<file path="src/rtl/seg_scanner.sv">
// rtl/seg_scanner.sv - four-digit multiplexed seven-segment scanner with blanking and a double-buffered frame
module seg_scanner #(
  parameter int REFRESH_DIV  = 100000,
  parameter int BLANK_CYCLES = 1000
) (
  input  logic       clk,
  input  logic       rst,
  input  logic [7:0] seg_in0,
  input  logic [7:0] seg_in1,
  input  logic [7:0] seg_in2,
  input  logic [7:0] seg_in3,
  input  logic       frame_valid,
  output logic       frame_ready,
  output logic [3:0] an,
  output logic [7:0] seg,
  output logic       frame_done
);

  localparam int CW = (REFRESH_DIV > 1) ? $clog2(REFRESH_DIV) : 1;
  localparam logic [CW-1:0] CNT_MAX   = CW'(REFRESH_DIV - 1);
  localparam logic [CW-1:0] BLANK_END = CW'(BLANK_CYCLES);

  logic [CW-1:0] r_cnt;
  logic [1:0]    r_idx;
  logic [7:0]    r_act [4];
  logic [7:0]    r_shd [4];
  logic          r_full;
  logic [3:0]    r_an;
  logic [7:0]    r_seg;
  logic          r_done;

  logic [CW-1:0] w_cnt_nxt;
  logic [1:0]    w_idx_nxt;
  logic          w_wrap;
  logic          w_boundary;
  logic          w_accept;
  logic          w_blank_nxt;

  always_comb begin
    w_wrap      = (r_cnt == CNT_MAX);
    w_boundary  = w_wrap && (r_idx == 2'd3);
    w_cnt_nxt   = w_wrap ? '0 : r_cnt + 1'b1;
    w_idx_nxt   = w_wrap ? r_idx + 2'd1 : r_idx;
    w_accept    = frame_valid && !r_full;
    w_blank_nxt = (w_cnt_nxt < BLANK_END);
  end

  // Pin registers are loaded from the upcoming cnt/idx so they line up with the slot they belong to.
  always_ff @(posedge clk) begin
    if (rst) begin
      r_cnt  <= '0;
      r_idx  <= '0;
      r_an   <= 4'b1111;
      r_seg  <= 8'hFF;
      r_done <= 1'b0;
    end else begin
      r_cnt  <= w_cnt_nxt;
      r_idx  <= w_idx_nxt;
      r_an   <= w_blank_nxt ? 4'b1111 : ~(4'b0001 << w_idx_nxt);
      r_seg  <= w_blank_nxt ? 8'hFF : r_act[w_idx_nxt];
      r_done <= (w_idx_nxt == 2'd3) && (w_cnt_nxt == CNT_MAX);
    end
  end

  // Active frame only swaps at the scan boundary; a shadow accepted on that same edge waits one scan.
  always_ff @(posedge clk) begin
    if (rst) begin
      r_full <= 1'b0;
      for (int i = 0; i < 4; i++) begin
        r_act[i] <= 8'hFF;
        r_shd[i] <= 8'hFF;
      end
    end else begin
      if (w_boundary && r_full) begin
        for (int i = 0; i < 4; i++) r_act[i] <= r_shd[i];
        r_full <= 1'b0;
      end
      if (w_accept) begin
        r_shd[0] <= seg_in0;
        r_shd[1] <= seg_in1;
        r_shd[2] <= seg_in2;
        r_shd[3] <= seg_in3;
        r_full   <= 1'b1;
      end
    end
  end

  assign frame_ready = !r_full;
  assign an          = r_an;
  assign seg         = r_seg;
  assign frame_done  = r_done;

endmodule

</file>
<file path="config.mk">
export PLATFORM = sky130hd
export DESIGN_NAME = seg_scanner
export DESIGN_NICKNAME = d
export VERILOG_FILES = /design/src/rtl/seg_scanner.sv
export SDC_FILE = /design/constraint.sdc
export NUM_CORES = 1
export LEC_CHECK = 0
export CELL_PAD_IN_SITES_DETAIL_PLACEMENT = 0
export CELL_PAD_IN_SITES_GLOBAL_PLACEMENT = 1
export CORE_MARGIN = 8
export CORE_UTILIZATION = 49
export DETAILED_ROUTE_END_ITERATION = 8
export PLACE_DENSITY = 0.83
export SLEW_MARGIN = 20
export SYNTH_ARGS = -nofsm -noshare
export SYNTH_HDL_FRONTEND = slang
export SYNTH_SLANG_ARGS = --single-unit
</file>
<file path="constraint.sdc">
create_clock -name clk -period 6.7 [get_ports clk]
set_clock_uncertainty 0.05 [all_clocks]
set_input_delay 1.34 -clock clk [delete_from_list [all_inputs] [get_ports clk]]
set_output_delay 1.34 -clock clk [all_outputs]
set_load 0.01 [all_outputs]
</file>
======== After elaboration in Yosys (flattened, before gate mapping) ========
Memory sizes are Yosys's and may differ from the RTL's. A register that Yosys moved wholly into a read port is not among the register bits.
Cells that the tools add are included.
word-level totals
  bits in registers ....................... 25
  bits in writable memories ............... 64
  bits of input ports ..................... 35
  output and inout bits ................... 14
  logic and storage cells ................. 51
  memories kept ........................... 2
memory list
  memory  depth  bits a word  rd ports  clocked after memory_dff  wr ports  RTL line  source
  r_act   4      8            1         1                         4         25        logic [7:0] r_act [4];
  r_shd   4      8            4         0                         4         26        logic [7:0] r_shd [4];
operators by class
  $add $sub $neg .......................... 2
  magnitude comparators ................... 1
  equality and inequality tests ........... 4
  shift-type cells ........................ 1
  muxes and demuxes ....................... 20
  bitwise logic cells ..................... 9
  reductions and logical operators ........ 7
operators by type and width
  kind                     count
  $mux W8                  8
  $eq A17 B17 Y1 const B   2
  $add A17 B1 Y17 const B  1
  $lt A17 B10 Y1 const B   1
  $mux W17                 1
  $mux W1                  10
  $or A1 B1 Y1             8
  $eq A2 B2 Y1 const B     2
  $logic_and A1 B1 Y1      4
  $not A4 Y4               1
  $shl A1 B2 Y4 const A    1
  $add A2 B1 Y2 const B    1
  $mux W2                  1
  $reduce_bool A2 Y1       1
  $reduce_or A2 Y1         1
  $logic_not A1 Y1         1

======== Longest topological paths before layout ========
Gate-level depths: netlist of run 1.
  depth in word-level cells ............... 7
  depth in mapped cells ................... 10
  mapped depth without buffers ............ 8

======== Worst setup path before layout of run 1 ========
No wires, ideal clock.
  path type ............................... in2reg
  from .................................... input port rst
  to ...................................... memory r_shd[0][0], enable pin
  library setup time ...................... 0.394 ns
  arrival ................................. 2.658 ns
  data required time ...................... 6.256 ns
  slack ................................... 3.597 ns
  stages .................................. 3
  buffers on the path ..................... 2
  path through ............................ clkbuf_1 clkbuf_1 nand2b_1
RTL lines
  item         RTL line  source
  from (decl)  7         input logic rst,
  to (decl)    26

==> reports/metrics.cfg, run 1 <==
[status]
status = complete, no violations

[floorplan]
fp.dieW_um = 110
start_util = 0.502
io_pins = 49
die-area_um2 = 12200
die_h_um = 110
num_rows = 34
design.core.area_um2 = 8680

[sta]
fin_crit_sh = 0.507
setup_viol = 0
max_slew.worst_pin.slew_ns = 0.841
hold_slack_ns = 0.445
finalCriticalPeriod_ns = 3.40
tns_ns = 0
rsz0062_at_grt = false
maxSlewViolCount = 0
fmax_ghz = 0.294
slew-limit-headroom = 0.440
final_hold_viol_count = 0

[worst_setup_path]
r2r_cells = 9
reg2reg_from = r_cnt[0]
crit_path_start = r_cnt[0]
path_delay_family = simple AND/OR/NAND/NOR gates
cp_num_buf_inv = 3
crit_end = r_act[3][6]
path_max_fanout = 33
critPathKind = flip-flop to flip-flop
cp.depth = 9
crit_chain = ha_1 -> and2_0 -> nand3_1 -> nor4_4 -> buf_4 -> nand3_1 -> buf_4 -> nand2b_1 -> buf_4
crit_arrival_ns = 3.41
cp.required_ns = 6.71
rr_endpoint = r_act[3][6]
startpoint_type = flip-flop
cp_common_cell = buf_4
max_stage_delay_ns = 0.62
r2r_setup_slack_ns = 3.30
slowest_stage = nand2b_1
end_kind = flip-flop

[cts]
cts-htree-levels = 3
numCtsBuffers = 9
clk_pin_slew_ns = 0.10
worst_skew_pair.late_latency_ns = 0.35
cts_setup_buffers = 0
cts-resized-gates = 0
cts_root_buffer = clkbuf_8
postCtsHoldBufs = 0
cts_buffer_depth = 2
clock-sinks = 97
cts_tree = done

[detailed_routing]
first_iter_violations = 73
num_vias = 2619
drtPass1Iterations = 4
vias_per_cell = 5.28
wl_mm = 7.22
wire_per_inst_um = 14.6
drc = 0
detail-route-antenna-nets = 0

[job]
maxCapViolCount = 0

[finish]
final_common_cell = or3_1
syn2layout_area_growth_pct = 17.0
most-common-layout-cells = 65 x or3_1, 64 x edfxtp_1, 47 x clkdlybuf4s50_1
fin_nets = 420
drive_above_1_share = 0.101
antennaDiodeCount = 0
fillers = 729

[synth]
syn_inst = 344
synth_ff_type = edfxtp_1
synthSimpleGateAreaFrac = 0.207
synth_top_family_by_area = simple AND/OR/NAND/NOR gates
synthMuxAreaShare = 0.118
synth_area_um2 = 4350
synth-seq-area-share = 0.593
synth_cell_types = 41
synth_edf_count = 64
yosys_warnings = 0
synth_compound_area_frac = 0.0129
async_flop_share = 0
synth.ff_latch_count = 97
synth_xor_area_frac = 0.0342
avgSynthCellArea_um2 = 12.7
synth_nets = 381
synthAdderAreaFrac = 0.00575

[power]
powerDensity_nw_per_um2 = 209
totalPowerFinal_mw = 1.06
vdd_drop_max_v = 0.000132
p_leak_nw = 1.45

[grt]
grt_pass1_vias = 2506
antenna_found_initial = 0
grt_overflow = 0
grt_use_total = 0.125
grt_pass1_wl_mm = 12.0
grt_max_degree = 83

[placed_design]
dp_hpwl_mm = 5.15
routabilityCongestion = 0.841
io_buffers = 48

[min_path]
hold_depth = 1
hold_path_class = flip-flop to flip-flop

[layout make-up]
class                           count  area (um2)  share of cell area
Clock buffer                        9         124              0.0243
Clock inverter                      7        72.6              0.0142
Inverter                            3        11.3             0.00221
Multi-Input combinational cell    218        1650               0.324
Sequential cell                    97        2580               0.507
Tap cell                          108         135              0.0265
Timing Repair Buffer               54         520               0.102
[logic make-up after synthesis]
logic type | after synthesis
and+or+nand+nor | 149
DFF | 97
muxes | 41
buffers and inverters | 29
xor gates and xnor gates | 17
AOI/OAI and AO/OA | 9
adders and majority gates | 2
[worst min-delay path by stage]
stage / start / end / slack, ns
after floorplan: r_cnt[0] / r_cnt[0] / 0.39
after global placement: r_cnt[0] / r_cnt[0] / 0.41
after detailed placement: r_cnt[0] / r_cnt[0] / 0.43
after CTS: r_cnt[0] / r_cnt[0] / 0.45
after global routing: r_cnt[0] / r_cnt[0] / 0.48
final: r_cnt[0] / r_cnt[0] / 0.44
[through the flow]
step                 util  std cells  setup WS (ns)  cell area (um2)
floorplan               -        344           3.60             4350
global placement    0.564        480           3.42             4900
detailed placement  0.564        480           3.28             4900
CTS                 0.587        496           3.28             5090
global route        0.587        496           2.93             5090
finish              0.587        496           3.30             5090
[flip-flops by register name, summed over array words and instances, names as in the netlist]
register    flops
an              4
r_shd          32
r_act          32
r_full          1
seg             8
r_idx           2
r_cnt          17
frame_done      1
[where the power goes]
part | total (mW) | switching (mW) | internal, mW | leakage (nW)
clock network | 0.366 | 0.220 | 0.147 | 0.0970
logic | 0.0488 | 0.0232 | 0.0256 | 0.616
registers | 0.649 | 0.00386 | 0.646 | 0.740
total | 1.06 | 0.247 | 0.818 | 1.45
[Yosys cell counts, types with 2 or more instances]
cell      instances  area, um2
nand2b_1          4       25.0
dfxtp_1          33        661
and3_1            3       18.8
nand4_1           3       18.8
xor2_1            7       61.3
nor2_1           24       90.1
clkbuf_1         18       67.6
ha_1              2       25.0
nand3b_1          9       67.6
nand2_1          11       41.3
inv_1             3       11.3
mux4_2            7        158
or2_2             2       12.5
xnor2_1          10       87.6
nand3_1           9       45.0
a21oi_1           2       10.0
mux2i_1          33        330
o21ai_0           2       10.0
nor3_1            6       30.0
nand4b_1          3       26.3
buf_2             6       30.0
edfxtp_1         64       1920
or3_1            65        407
[metal layers]
metal  up-vias  track usage  part of all wire  routed length, um
met1      1195        0.164              0.48               3470
met3         8       0.0331             0.050                362
met2        62        0.192              0.46               3290
met5         -            0                 0                  0
met4         0       0.0523             0.013                 97
li1       1354            -                 -                  -
(Power assumes the default switching activity.)
==> run 2: changes to the inputs <==
--- a/config.mk
+++ b/config.mk
@@ -8,9 +8,9 @@
 export CELL_PAD_IN_SITES_DETAIL_PLACEMENT = 0
 export CELL_PAD_IN_SITES_GLOBAL_PLACEMENT = 1
 export CORE_MARGIN = 8
-export CORE_UTILIZATION = 49
+export CORE_UTILIZATION = 45
 export DETAILED_ROUTE_END_ITERATION = 8
-export PLACE_DENSITY = 0.83
+export PLACE_DENSITY = 0.77
 export SLEW_MARGIN = 20
 export SYNTH_ARGS = -nofsm -noshare
 export SYNTH_HDL_FRONTEND = slang
==> constraint.sdc (replaced) <==
create_clock -name clk -period 3.3 [get_ports clk]
set_clock_uncertainty 0.05 [all_clocks]
set_input_delay 0.66 -clock clk [delete_from_list [all_inputs] [get_ports clk]]
set_output_delay 0.66 -clock clk [all_outputs]
set_load 0.01 [all_outputs]
==> run 2 against run 1 <==
  * Clock-buffer cell count unchanged
  * Die area increased by 7.6%
  * Worst setup slack got worse by 2.7 ns
  * Non-clock buffer count increased by 3
  * Utilization decreased by 5.2 points
  * Critical path depth decreased by 1
  * Worst hold slack improved by 0.0011 ns
  * Clock power increased by 91%
  * Power increased by 99%
  * Flip-flop and latch count unchanged
  * Critical endpoint is now r_act[3][5]
  * Largest cell class unchanged
  * Largest power group unchanged
==> reports/metrics.cfg, run 2 (synthesized netlist as in run 1, its figures left out) <==
[power]
totalPowerFinal_mw = 2.12  ; +99%
power_frac_seq = 0.622  ; +0.012
power_switching_uw = 467  ; +89%
switching_share = 0.220  ; -0.0114
p_int_mw = 1.65  ; +100%
powerDensity_nw_per_um2 = 412  ; +97%
pwr-share-clk = 0.330  ; -0.014
p_leak_nw = 1.46  ; +0.83%
comb_power_share = 0.048  ; +0.002
vdd_drop_max_v = 0.000193  ; +46%

[cts]
clk_pin_slew_ns = 0.09  ; about the same
worst_skew_pair.late_latency_ns = 0.36  ; about the same
cts-resized-gates = 0  ; unchanged
cts_buffer_depth = 2  ; unchanged
clock-sinks = 97  ; unchanged
postCtsHoldBufs = 0  ; unchanged
cts_tree = done
cts_root_buffer = clkbuf_8
cts_setup_buffers = 0  ; unchanged
numCtsBuffers = 9  ; unchanged
cts-htree-levels = 3  ; unchanged

[grt]
grt_max_degree = 65  ; -22%
grt_pass1_vias = 2577  ; +2.8%
grt_pass1_wl_mm = 12.0  ; -0.12%
antenna_found_initial = 0  ; unchanged
grt_use_total = 0.116  ; -0.00918
grt_overflow = 0  ; unchanged

[placed_design]
io_buffers = 48  ; unchanged
post-place-ws_ns = 0.605  ; -2.68 ns
dp_hpwl_mm = 5.36  ; +4.2%
routabilityCongestion = 0.798  ; -5.1%
placedCellCount = 508  ; +5.8%
dpl_cell_area_um2 = 4950  ; +1.1%

[worst_setup_path]
crit_path_start = r_cnt[0]
crit_arrival_ns = 2.67  ; -0.74 ns
crit_chain = ha_1 -> and2_0 -> nand3_1 -> nor4_4 -> nand3_1 -> buf_4 -> nand2b_1 -> buf_4
path_delay_family = simple AND/OR/NAND/NOR gates
reg2reg_from = r_cnt[0]
startpoint_type = flip-flop
r2r_setup_slack_ns = 0.60  ; -2.70 ns
rr_endpoint = r_act[3][5]
cp_num_buf_inv = 2  ; -1
critPathKind = flip-flop to flip-flop
slowest_stage = dfxtp_1
cp.required_ns = 3.27  ; -3.44 ns
cp.depth = 8  ; -1
r2r_cells = 8  ; -1
max_stage_delay_ns = 0.42  ; -0.20 ns
end_kind = flip-flop
path_max_fanout = 33  ; unchanged
crit_end = r_act[3][5]

[detailed_routing]
wl_mm = 7.30  ; +1.2%
detail-route-antenna-nets = 0  ; unchanged
drtPass1Iterations = 4  ; unchanged
num_vias = 2650  ; +1.2%
first_iter_violations = 111  ; +52%
wire_per_inst_um = 13.9  ; -4.2%
drc = 0  ; unchanged
vias_per_cell = 5.06  ; -4.2%

[sta]
rsz0062_at_grt = false
final_hold_viol_count = 0  ; unchanged
fin_crit_sh = 0.818  ; +0.312
slew-limit-headroom = 0.703  ; +0.264
maxSlewViolCount = 0  ; unchanged
finalCriticalPeriod_ns = 2.70  ; -0.695 ns
max_slew.worst_pin.slew_ns = 0.445  ; -0.395 ns
fmax_ghz = 0.370  ; +26%
hold_slack_ns = 0.446  ; +0.00106 ns
tns_ns = 0  ; unchanged
final.setup.worst_slack_ns = 0.599  ; -2.70 ns
setup_viol = 0  ; unchanged

[finish]
final_common_cell = or3_1
reg_top3 = r_act (32), r_shd (32), r_cnt (17)
syn2layout_area_growth_pct = 18.0
drive_above_1_share = 0.107  ; +0.00690
antennaDiodeCount = 0  ; unchanged
stdcell_area_um2 = 5140  ; +0.84%
final_cell_count_no_fill = 524  ; +5.6%
fin_nets = 423  ; +0.71%
final_util = 0.535  ; -0.0516
most-common-layout-cells = 65 x or3_1, 64 x edfxtp_1, 47 x clkdlybuf4s50_1

[floorplan]
io_pins = 49  ; unchanged
die_h_um = 114  ; +3.7%
start_util = 0.454  ; -0.0479
fp.dieW_um = 114  ; +3.7%
design.core.area_um2 = 9590  ; +11%
die-area_um2 = 13100  ; +7.6%
num_rows = 36  ; +5.9%

[status]
status = complete, no violations

[min_path]
hold_path_class = flip-flop to flip-flop

[job]
maxCapViolCount = 0  ; unchanged

## run 2: changes by cell type in the layout (fill, tap and decap cells not counted)
| cell | change |
|---|---|
| inv_6 | -1 |
| clkinv_4 | +1 |
| clkinv_8 | -1 |
| clkinv_2 | +1 |
| buf_4 | +3 |
## run 2: worst min path at each step
stage / slack, ns / startpoint / cells after the start / endpoint
2_1_floorplan: 0.39 / r_cnt[0] / 1 / r_cnt[0]
3_3_place_gp: 0.41 / r_cnt[0] / 1 / r_cnt[0]
3_5_place_dp: 0.43 / r_cnt[0] / 1 / r_cnt[0]
4_1_cts: 0.45 / r_shd[2][6] / 1 / r_act[2][6]
5_1_grt: 0.46 / r_shd[1][6] / 1 / r_act[1][6]
6_report: 0.45 / r_shd[2][6] / 1 / r_act[2][6]
## run 2: layout make-up
type | instances | area, um2
Inverter | 3 | 11.3
Clock buffer | 9 | 124
Timing Repair Buffer | 57 | 543
Multi-Input combinational cell | 218 | 1650
Clock inverter | 7 | 61.3
Sequential cell | 97 | 2580
Tap cell | 133 | 166
Fill cell | 819 | 4460
## run 2: power by group through the flow
stage / Combinational, mW / Sequential (mW) / Clock [mW]
global route: 0.112 / 1.32 / 0.775
detailed placement: 0.103 / 1.35 / 0
finish: 0.101 / 1.32 / 0.699
floorplan: 0.0494 / 1.34 / 0
global placement: 0.100 / 1.35 / 0
CTS: 0.103 / 1.32 / 0.725
## run 2: worst register-to-register path, cell delays in order, from the launching register on
cell	delay (ns)
dfxtp_1	0.42
ha_1	0.30
and2_0	0.31
nand3_1	0.18
nor4_4	0.32
nand3_1	0.12
buf_4	0.22
nand2b_1	0.09
buf_4	0.35
## run 2: routing by layer
layer,global-route usage,part of all wire,vias to the layer above
met5,0,0,-
met4,0.0479,0.018,0
met3,0.0432,0.055,12
met2,0.187,0.45,51
met1,0.137,0.47,1230
li1,-,-,1357
